## config.mk

```make
export PLATFORM = sky130hd
export DESIGN_NAME = nn_layer_engine
export DESIGN_NICKNAME = d
export VERILOG_FILES = /design/src/rtl/nn_layer_engine.sv
export SDC_FILE = /design/constraint.sdc
export NUM_CORES = 2
export LEC_CHECK = 0
export BUFFER_PORTS_ARGS = -buffer_cell sky130_fd_sc_hd__buf_2
export CORE_UTILIZATION = 55
export DETAILED_ROUTE_END_ITERATION = 7
export HOLD_SLACK_MARGIN = 0.05
export PLACE_DENSITY = 0.74
export SYNTH_ARGS = -nofsm -noshare
export SYNTH_HDL_FRONTEND = slang
export SYNTH_SLANG_ARGS = --single-unit
```

## constraint.sdc

```tcl
create_clock -name clk -period 7.75 [get_ports clk]
set_input_delay 2.325 -clock clk [delete_from_list [all_inputs] [get_ports clk]]
set_output_delay 2.325 -clock clk [all_outputs]
set_load 0.02 [all_outputs]
```

## src/rtl/nn_layer_engine.sv

```systemverilog
// Fully-connected multi-layer inference engine: one MAC per cycle, ping-pong activations.
// Optional macro NN_SATURATE_EN saturates requantised sums instead of wrapping them.
module nn_layer_engine #(
    parameter int DATA_W    = 16,
    parameter int FRAC_BITS = 8,
    parameter int NEURONS   = 4,
    parameter int LAYERS    = 2
) (
    input  logic              clk,
    input  logic              rst_n,
    input  logic              cfg_we,
    input  logic              cfg_sel,
    input  logic [15:0]       cfg_addr,
    input  logic [DATA_W-1:0] cfg_data,
    input  logic              in_valid,
    output logic              in_ready,
    input  logic [DATA_W-1:0] in_data,
    input  logic [1:0]        act_mode,
    output logic              out_valid,
    input  logic              out_ready,
    output logic [DATA_W-1:0] out_data,
    output logic              busy,
    output logic              done
);
    localparam int ACC_W  = 2*DATA_W + $clog2(NEURONS) + 1;
    localparam int WDEPTH = LAYERS*NEURONS*NEURONS;
    localparam int BDEPTH = LAYERS*NEURONS;
    localparam int WAW    = $clog2(WDEPTH);
    localparam int BAW    = $clog2(BDEPTH);
    localparam int NW     = $clog2(NEURONS);
    localparam int LW     = (LAYERS > 1) ? $clog2(LAYERS) : 1;
    localparam logic [NW-1:0] N_LAST = NW'(NEURONS-1);
    localparam logic [LW-1:0] L_LAST = LW'(LAYERS-1);
    localparam logic signed [DATA_W-1:0] ONE     = DATA_W'(1 << FRAC_BITS);
    localparam logic signed [DATA_W-1:0] NEG_ONE = -ONE;
    localparam logic signed [DATA_W-1:0] HALF    = DATA_W'(1 << (FRAC_BITS-1));

    typedef enum logic [2:0] {S_IDLE, S_LOAD, S_INIT, S_MAC, S_ACT, S_OUT} state_t;

    state_t                   r_state;
    logic [1:0]               r_mode;
    logic                     r_pp;
    logic [LW-1:0]            r_layer;
    logic [NW-1:0]            r_neuron;
    logic [NW-1:0]            r_idx;
    logic signed [ACC_W-1:0]  r_acc;
    logic signed [DATA_W-1:0] r_w   [WDEPTH];
    logic signed [DATA_W-1:0] r_b   [BDEPTH];
    logic signed [DATA_W-1:0] r_act [2][NEURONS];

    logic [WAW-1:0]             w_widx;
    logic [BAW-1:0]             w_bidx;
    logic signed [DATA_W-1:0]   w_x, w_wt, w_bias, w_q, w_hs, w_act;
    logic signed [2*DATA_W-1:0] w_prod;
`ifdef NN_SATURATE_EN
    localparam logic signed [ACC_W-1:0] SAT_MAX = {{(ACC_W-DATA_W+1){1'b0}}, {(DATA_W-1){1'b1}}};
    localparam logic signed [ACC_W-1:0] SAT_MIN = {{(ACC_W-DATA_W+1){1'b1}}, {(DATA_W-1){1'b0}}};
    logic signed [ACC_W-1:0]    w_r;
`endif

    // r_pp selects the buffer feeding the current layer; results land in the other one.
    always_comb begin
        w_widx = WAW'(int'(r_layer)*NEURONS*NEURONS + int'(r_neuron)*NEURONS + int'(r_idx));
        w_bidx = BAW'(int'(r_layer)*NEURONS + int'(r_neuron));
        w_x    = r_act[r_pp][r_idx];
        w_wt   = r_w[w_widx];
        w_bias = r_b[w_bidx];
        w_prod = w_x * w_wt;
`ifdef NN_SATURATE_EN
        w_r = r_acc >>> FRAC_BITS;
        if (w_r > SAT_MAX)      w_q = {1'b0, {(DATA_W-1){1'b1}}};
        else if (w_r < SAT_MIN) w_q = {1'b1, {(DATA_W-1){1'b0}}};
        else                    w_q = w_r[DATA_W-1:0];
`else
        w_q = DATA_W'(r_acc >>> FRAC_BITS);
`endif
        w_hs = (w_q >>> 2) + HALF;
        case (r_mode)
            2'd0:    w_act = (w_q < 0) ? '0 : w_q;
            2'd1:    w_act = w_q;
            2'd2:    w_act = (w_hs < 0) ? '0 : ((w_hs > ONE) ? ONE : w_hs);
            default: w_act = (w_q < NEG_ONE) ? NEG_ONE : ((w_q > ONE) ? ONE : w_q);
        endcase
    end

    always_ff @(posedge clk or negedge rst_n) begin
        if (!rst_n) begin
            for (int k = 0; k < WDEPTH; k++) r_w[k] <= '0;
            for (int k = 0; k < BDEPTH; k++) r_b[k] <= '0;
        end else if (cfg_we && r_state == S_IDLE) begin
            if (!cfg_sel && 32'(cfg_addr) < WDEPTH) r_w[cfg_addr[WAW-1:0]] <= cfg_data;
            if (cfg_sel && 32'(cfg_addr) < BDEPTH)  r_b[cfg_addr[BAW-1:0]] <= cfg_data;
        end
    end

    // Handshakes: a word transfers on a rising edge with valid and ready both high; the
    // producer holds valid/data until then, so out_data/out_valid are frozen while out_ready is low.
    always_ff @(posedge clk or negedge rst_n) begin
        if (!rst_n) begin
            r_state   <= S_IDLE;
            r_mode    <= '0;
            r_pp      <= 1'b0;
            r_layer   <= '0;
            r_neuron  <= '0;
            r_idx     <= '0;
            r_acc     <= '0;
            in_ready  <= 1'b1;
            out_valid <= 1'b0;
            out_data  <= '0;
            busy      <= 1'b0;
            done      <= 1'b0;
            for (int b = 0; b < 2; b++)
                for (int k = 0; k < NEURONS; k++) r_act[b][k] <= '0;
        end else begin
            done <= 1'b0;
            case (r_state)
                S_IDLE: if (in_valid && in_ready) begin
                    r_act[0][0] <= in_data;
                    r_pp        <= 1'b0;
                    r_idx       <= NW'(1);
                    r_mode      <= act_mode;
                    busy        <= 1'b1;
                    r_state     <= S_LOAD;
                end
                S_LOAD: if (in_valid && in_ready) begin
                    r_act[r_pp][r_idx] <= in_data;
                    if (r_idx == N_LAST) begin
                        r_idx    <= '0;
                        r_layer  <= '0;
                        r_neuron <= '0;
                        in_ready <= 1'b0;
                        r_state  <= S_INIT;
                    end else begin
                        r_idx <= r_idx + 1'b1;
                    end
                end
                S_INIT: begin
                    r_acc   <= ACC_W'(w_bias) <<< FRAC_BITS;
                    r_state <= S_MAC;
                end
                S_MAC: begin
                    r_acc <= r_acc + ACC_W'(w_prod);
                    if (r_idx == N_LAST) begin
                        r_idx   <= '0;
                        r_state <= S_ACT;
                    end else begin
                        r_idx <= r_idx + 1'b1;
                    end
                end
                S_ACT: begin
                    r_act[~r_pp][r_neuron] <= w_act;
                    if (r_neuron != N_LAST) begin
                        r_neuron <= r_neuron + 1'b1;
                        r_state  <= S_INIT;
                    end else begin
                        r_neuron <= '0;
                        r_pp     <= ~r_pp;
                        if (r_layer == L_LAST) begin
                            r_layer   <= '0;
                            out_valid <= 1'b1;
                            out_data  <= r_act[~r_pp][0];
                            r_state   <= S_OUT;
                        end else begin
                            r_layer <= r_layer + 1'b1;
                            r_state <= S_INIT;
                        end
                    end
                end
                S_OUT: if (out_ready) begin
                    if (r_idx == N_LAST) begin
                        r_idx     <= '0;
                        out_valid <= 1'b0;
                        out_data  <= '0;
                        busy      <= 1'b0;
                        done      <= 1'b1;
                        in_ready  <= 1'b1;
                        r_state   <= S_IDLE;
                    end else begin
                        r_idx    <= r_idx + 1'b1;
                        out_data <= r_act[r_pp][r_idx + 1'b1];
                    end
                end
                default: r_state <= S_IDLE;
            endcase
        end
    end
endmodule
```

**After elaboration in Yosys (flattened, before gate mapping)**

Cells that the tools add are included.

- Add/sub/neg operators: 8
- Multipliers: 1
- Magnitude comparators: 22
- Equality and inequality tests: 17
- Mux-type cells: 88
- Bitwise gates (word level): 10
- Reductions and logical operators: 35

Operator list:

| cell | number |
|---|---|
| 512-bit bitwise mux | 1 |
| 64-bit 2-to-1 mux | 8 |
| 128-bit bitwise mux | 3 |
| 16-bit 2-to-1 mux | 22 |
| 112-bit one-hot mux with 2 select lines | 1 |
| 64-bit demux with 1-bit select | 2 |
| 128-bit 2-to-1 mux | 1 |
| 16-bit one-hot mux with 3 select lines | 2 |
| 16-bit binary-select mux with 5-bit select | 1 |
| 16-bit demux with 5-bit select | 1 |
| 35-bit one-hot mux with 2 select lines | 1 |
| 16-bit binary-select mux with 2-bit select | 2 |
| 16-bit demux with 2-bit select | 2 |
| 16-bit binary-select mux with 3-bit select | 1 |
| 16-bit demux with 3-bit select | 1 |
| 35-bit by 32-bit adder with 35-bit output | 1 |
| 16-bit by 16-bit multiplier with 32-bit output | 1 |
| 16-bit one-hot mux with 2 select lines | 1 |
| 3-bit 2-to-1 mux | 8 |
| 3-bit one-hot mux with 6 select lines | 1 |
| 16-bit by 10-bit greater-than comparator with 1-bit output, second input constant | 1 |
| 16-bit by 1-bit < comparator with 1-bit output, second input constant | 1 |
| 16-bit by 4-bit < comparator with 1-bit output, second input constant | 1 |
| 16-bit by 6-bit < comparator with 1-bit output, second input constant | 1 |
| other kinds (46) | 116 |

- Bits in registers: 834
- Input port bits: 56

**Logic depth before layout (Yosys ltp)**

- Word-level depth: 10
- Gate-level depth with buffers: 35
- Depth with buffers taken out: 28

**Least setup slack after synthesis**

Ideal clock, no wire load.

- Path kind: register to register
- From: register r_idx[0]
- To: register r_acc[23]
- Data arrival time: 8195 ps
- Path slack: -545 ps
- Stages on the path, launching flop included: 32
- Cell sequence: dfrtp_1 buf_2 buf_4 buf_4 buf_2 buf_2 mux4_2 mux4_2 mux2i_1 buf_2 nor2_1 fa_1 inv_1 fa_1 fa_1 fa_1 inv_1 fa_1 inv_1 fa_1 inv_1 ha_1 a21oi_1 nor2b_1 a2111oi_0 nor2_1 a211oi_1 o21ai_0 a21oi_1 a21oi_1 xnor2_1 a311oi_1

- Word-level cells in the longest chain between the ends: 8
- Elaborated cells on any way between the ends: 12

RTL lines:

| element | line | source |
|---|---|---|
| from (decl) | 45 | `logic [NW-1:0] r_idx;` |
| from (signal assigned) | 134 | `r_idx <= r_idx + 1'b1;` |
| from (signal assigned) | 147 | `r_idx <= r_idx + 1'b1;` |
| from (signal assigned) | 179 | `r_idx <= r_idx + 1'b1;` |
| 5-bit by 2-bit adder with 5-bit output | 63 | `w_widx = WAW'(int'(r_layer)*NEURONS*NEURONS + int'(r_neuron)*NEURONS + int'(r_idx));` |
| 5-bit inverter with 6-bit output (not written as such) | 66 | `w_wt = r_w[w_widx];` |
| 16-bit binary-select mux with 5-bit select | 66 |  |
| 16-bit 2-to-1 mux (not written as such) (2 in a row) | 66 |  |
| 16-bit by 16-bit multiplier with 32-bit output * | 68 | `w_prod = w_x * w_wt;` |
| 35-bit by 32-bit adder with 35-bit output * | 142 | `r_acc <= r_acc + ACC_W'(w_prod);` |
| 35-bit one-hot mux with 2 select lines * | 116 | `case (r_state)` |
| to (signal assigned) | 138 | `r_acc <= ACC_W'(w_bias) <<< FRAC_BITS;` |
| to (signal assigned) | 142 |  |
| to (decl) | 46 | `logic signed [ACC_W-1:0] r_acc;` |

Mark *: on every way between the ends. The rest lies on a longest branch, timed or not. The select of a mux whose other input is x is not followed.
A chain may end at the register's enable or synchronous reset.

**Final worst setup path**

- From: register r_idx[0]
- To: register r_acc[22]

Same word-level chain as after synthesis.

==> metrics.txt <==
outcome complete, no violations; Hold Crit Class register to register; initial antenna violation count 9; Yosys warning total 0; # hold bufs at CTS 0; Ports 76; vias per inst 6.34; clock sinks 823; Worst Tran Pin Value 1.33 ns; Syn Inst Count 3999; Max Slew Vio Count 0; RSZ-0062 raised after global routing true; Post-synth EDFFs 0; FP Rows 107; clk_lat worst skew 0.69 ns; crit-path max cell delay 0.54 ns; final period utilization 0.975; f_max 132 MHz; GP Congestion 0.909; total stage count of the critical path 28; P_leak 25.3 nW; GRT Total Usage 0.307; commonest non-fill, non-tap cell in the layout dfrtp_1; total power draw 17.9 mW; Yosys reg bits 823; Syn Nets 4354; Post-route DRC 0; Pre-antenna DRT Iters 6; DR iter-0 viols 3441; Max IR drop VDD 0.429 mV; first-pass GRT wire length 207000 microns; Top cell by count, worst path fa_1; share of cells above drive strength 1 0.321; Crit path buffers/inverters 9; Clock Tree Root clkbuf_16; Routed WL 134000 microns; total grt overflow 0; commonest non-fill, non-tap cells in the layout dfrtp_1, mux2_2, nand2_1, inv_1, fa_1; Syn-to-layout area delta 11.3%; register area share after synthesis 0.430; MaxCap Viol Count 0; Synth cell types 77; CTS tree yes; Top delay family on crit path adder cells; CP Capture Type register; Non-Filler Instances 5249; Die Y 297 microns; crit path kind register to register; CP max stage cell mux4_2; fraction of registers with async set/reset 1.00; critical path arrival 8.18 ns; total number of vias 33300; clk buf depth 3; placed cells 5068; Reg clk slew, reported paths 0.06 ns; Num CTS Buffers 88; vias in the first global route 33900; Port Buf Inserts 75; final net count 4393; ys flop type dfrtp_1; die area 88300 sq um; final setup fails 0; ANT nets after route 0; Hold Violations, Final 0; r2r setup slk 0.20 ns; worst hold slack 0.472 ns; setup TNS 0 ns; PwrDens 335 nW/um^2; worst-path fanout max 16; Core Region 85700 sq um; worst hold path depth 2; Final min period 7.55 ns; HPWL after DPL 88300 microns; Starting Density 0.559; routed len/inst 25.6 microns; Post-DP Area 50000 sq um; Synth Area per Inst 12.0 sq um; Post-Synthesis Cell Area 47900 sq um; post-route cell area 53300 sq um; Worst Path Required 8.37 ns; slew margin rel. 0.114; CTS HTree Levels 3; Worst R2R Path Depth 28; Max Clock Skew 0.0374 ns; crit path launch type register; largest net degree at the start of global routing 142; Die X 297 microns
cell type report:
type,instances,area (sq um)
fillers,6579,32400
multi-input cells,2549,25100
flip-flops and latches,823,20600
clock buffers,128,2530
repair buffers,252,2070
well taps,1144,1430
inverters,324,1220
clock inverters,25,339
diodes,4,10.0
metrics by stage:
stage	setup WS, ns	util
6_report	0.197	0.622
2_1_floorplan	-0.0861	-
3_5_place_dp	-0.0459	0.584
5_1_grt	-0.109	0.622
4_1_cts	0.0248	0.618
3_3_place_gp	0.0403	0.584
logic make-up after synthesis:
family / Yosys count / share of synthesized area
compound gates: 518 / 0.0670
xor+xnor: 42 / 0.00841
fa+ha+maj: 299 / 0.111
buf+inv: 628 / 0.0523
flops: 823 / 0.430
mux: 952 / 0.265
simple gates: 737 / 0.0664
path summary, 6_finish.rpt:
kind | startpoint | end
worst max register to register | r_idx[0] | r_acc[22]
worst min register to register | out_data[2] | out_data[2]
worst min-delay path | out_data[2] | out_data[2]
max in group asynchronous | rst_n | r_b[41]
worst max-delay path | r_idx[0] | r_acc[22]
min in group asynchronous | rst_n | r_w[82]
state kept, by name (all words and copies together) (netlist names):
name and count:
r_w 512, r_act 128, r_b 128, r_acc 24, out_data 16, r_state 3
r_idx 2, r_mode 2, r_neuron 2, busy 1, done 1, in_ready 1
out_valid 1, r_layer 1, r_pp 1
metal layers:
layer,up-vias,part of all wire,track usage
met5,-,0.00060,0
met4,10,0.044,0.136
met2,1634,0.46,0.471
met1,17300,0.40,0.424
li1,14000,-,-
met3,379,0.093,0.0649
worst min-delay path, delay by kind of cell (launching register included):
| family | cells | cell delay, ns |
|---|---|---|
| AO/OA/AOI/OAI | 1 | 0.06 |
| flip-flops | 1 | 0.34 |
| AND/OR/NAND/NOR | 1 | 0.04 |
synth_stat cells, types with 90 or more instances:
cell type / number / area (sq um)
a21oi_1: 98 / 490
a22oi_1: 107 / 803
clkbuf_1: 219 / 822
dfrtp_1: 822 / 20600
fa_1: 209 / 4180
ha_1: 90 / 1130
inv_1: 320 / 1200
mux2_2: 647 / 7290
mux2i_1: 114 / 1140
mux4_2: 189 / 4260
nand2_1: 352 / 1320
nor2_1: 211 / 792
o21ai_0: 188 / 941
repair_timing:
item | in CTS | in global routing
endpoints found under the setup margin | 2 | 9
setup buffers | 2 | 18
gates resized for setup | 2 | 34
cloned | 0 | 4
pin swaps | 0 | 10
power breakdown:
| part | total (mW) | switching, mW | internal [mW] |
|---|---|---|---|
| Clock | 4.24 | 1.78 | 2.47 |
| Sequential | 4.99 | 0.345 | 4.64 |
| Combinational | 8.65 | 5.25 | 3.40 |
(Power assumes the default switching activity.)
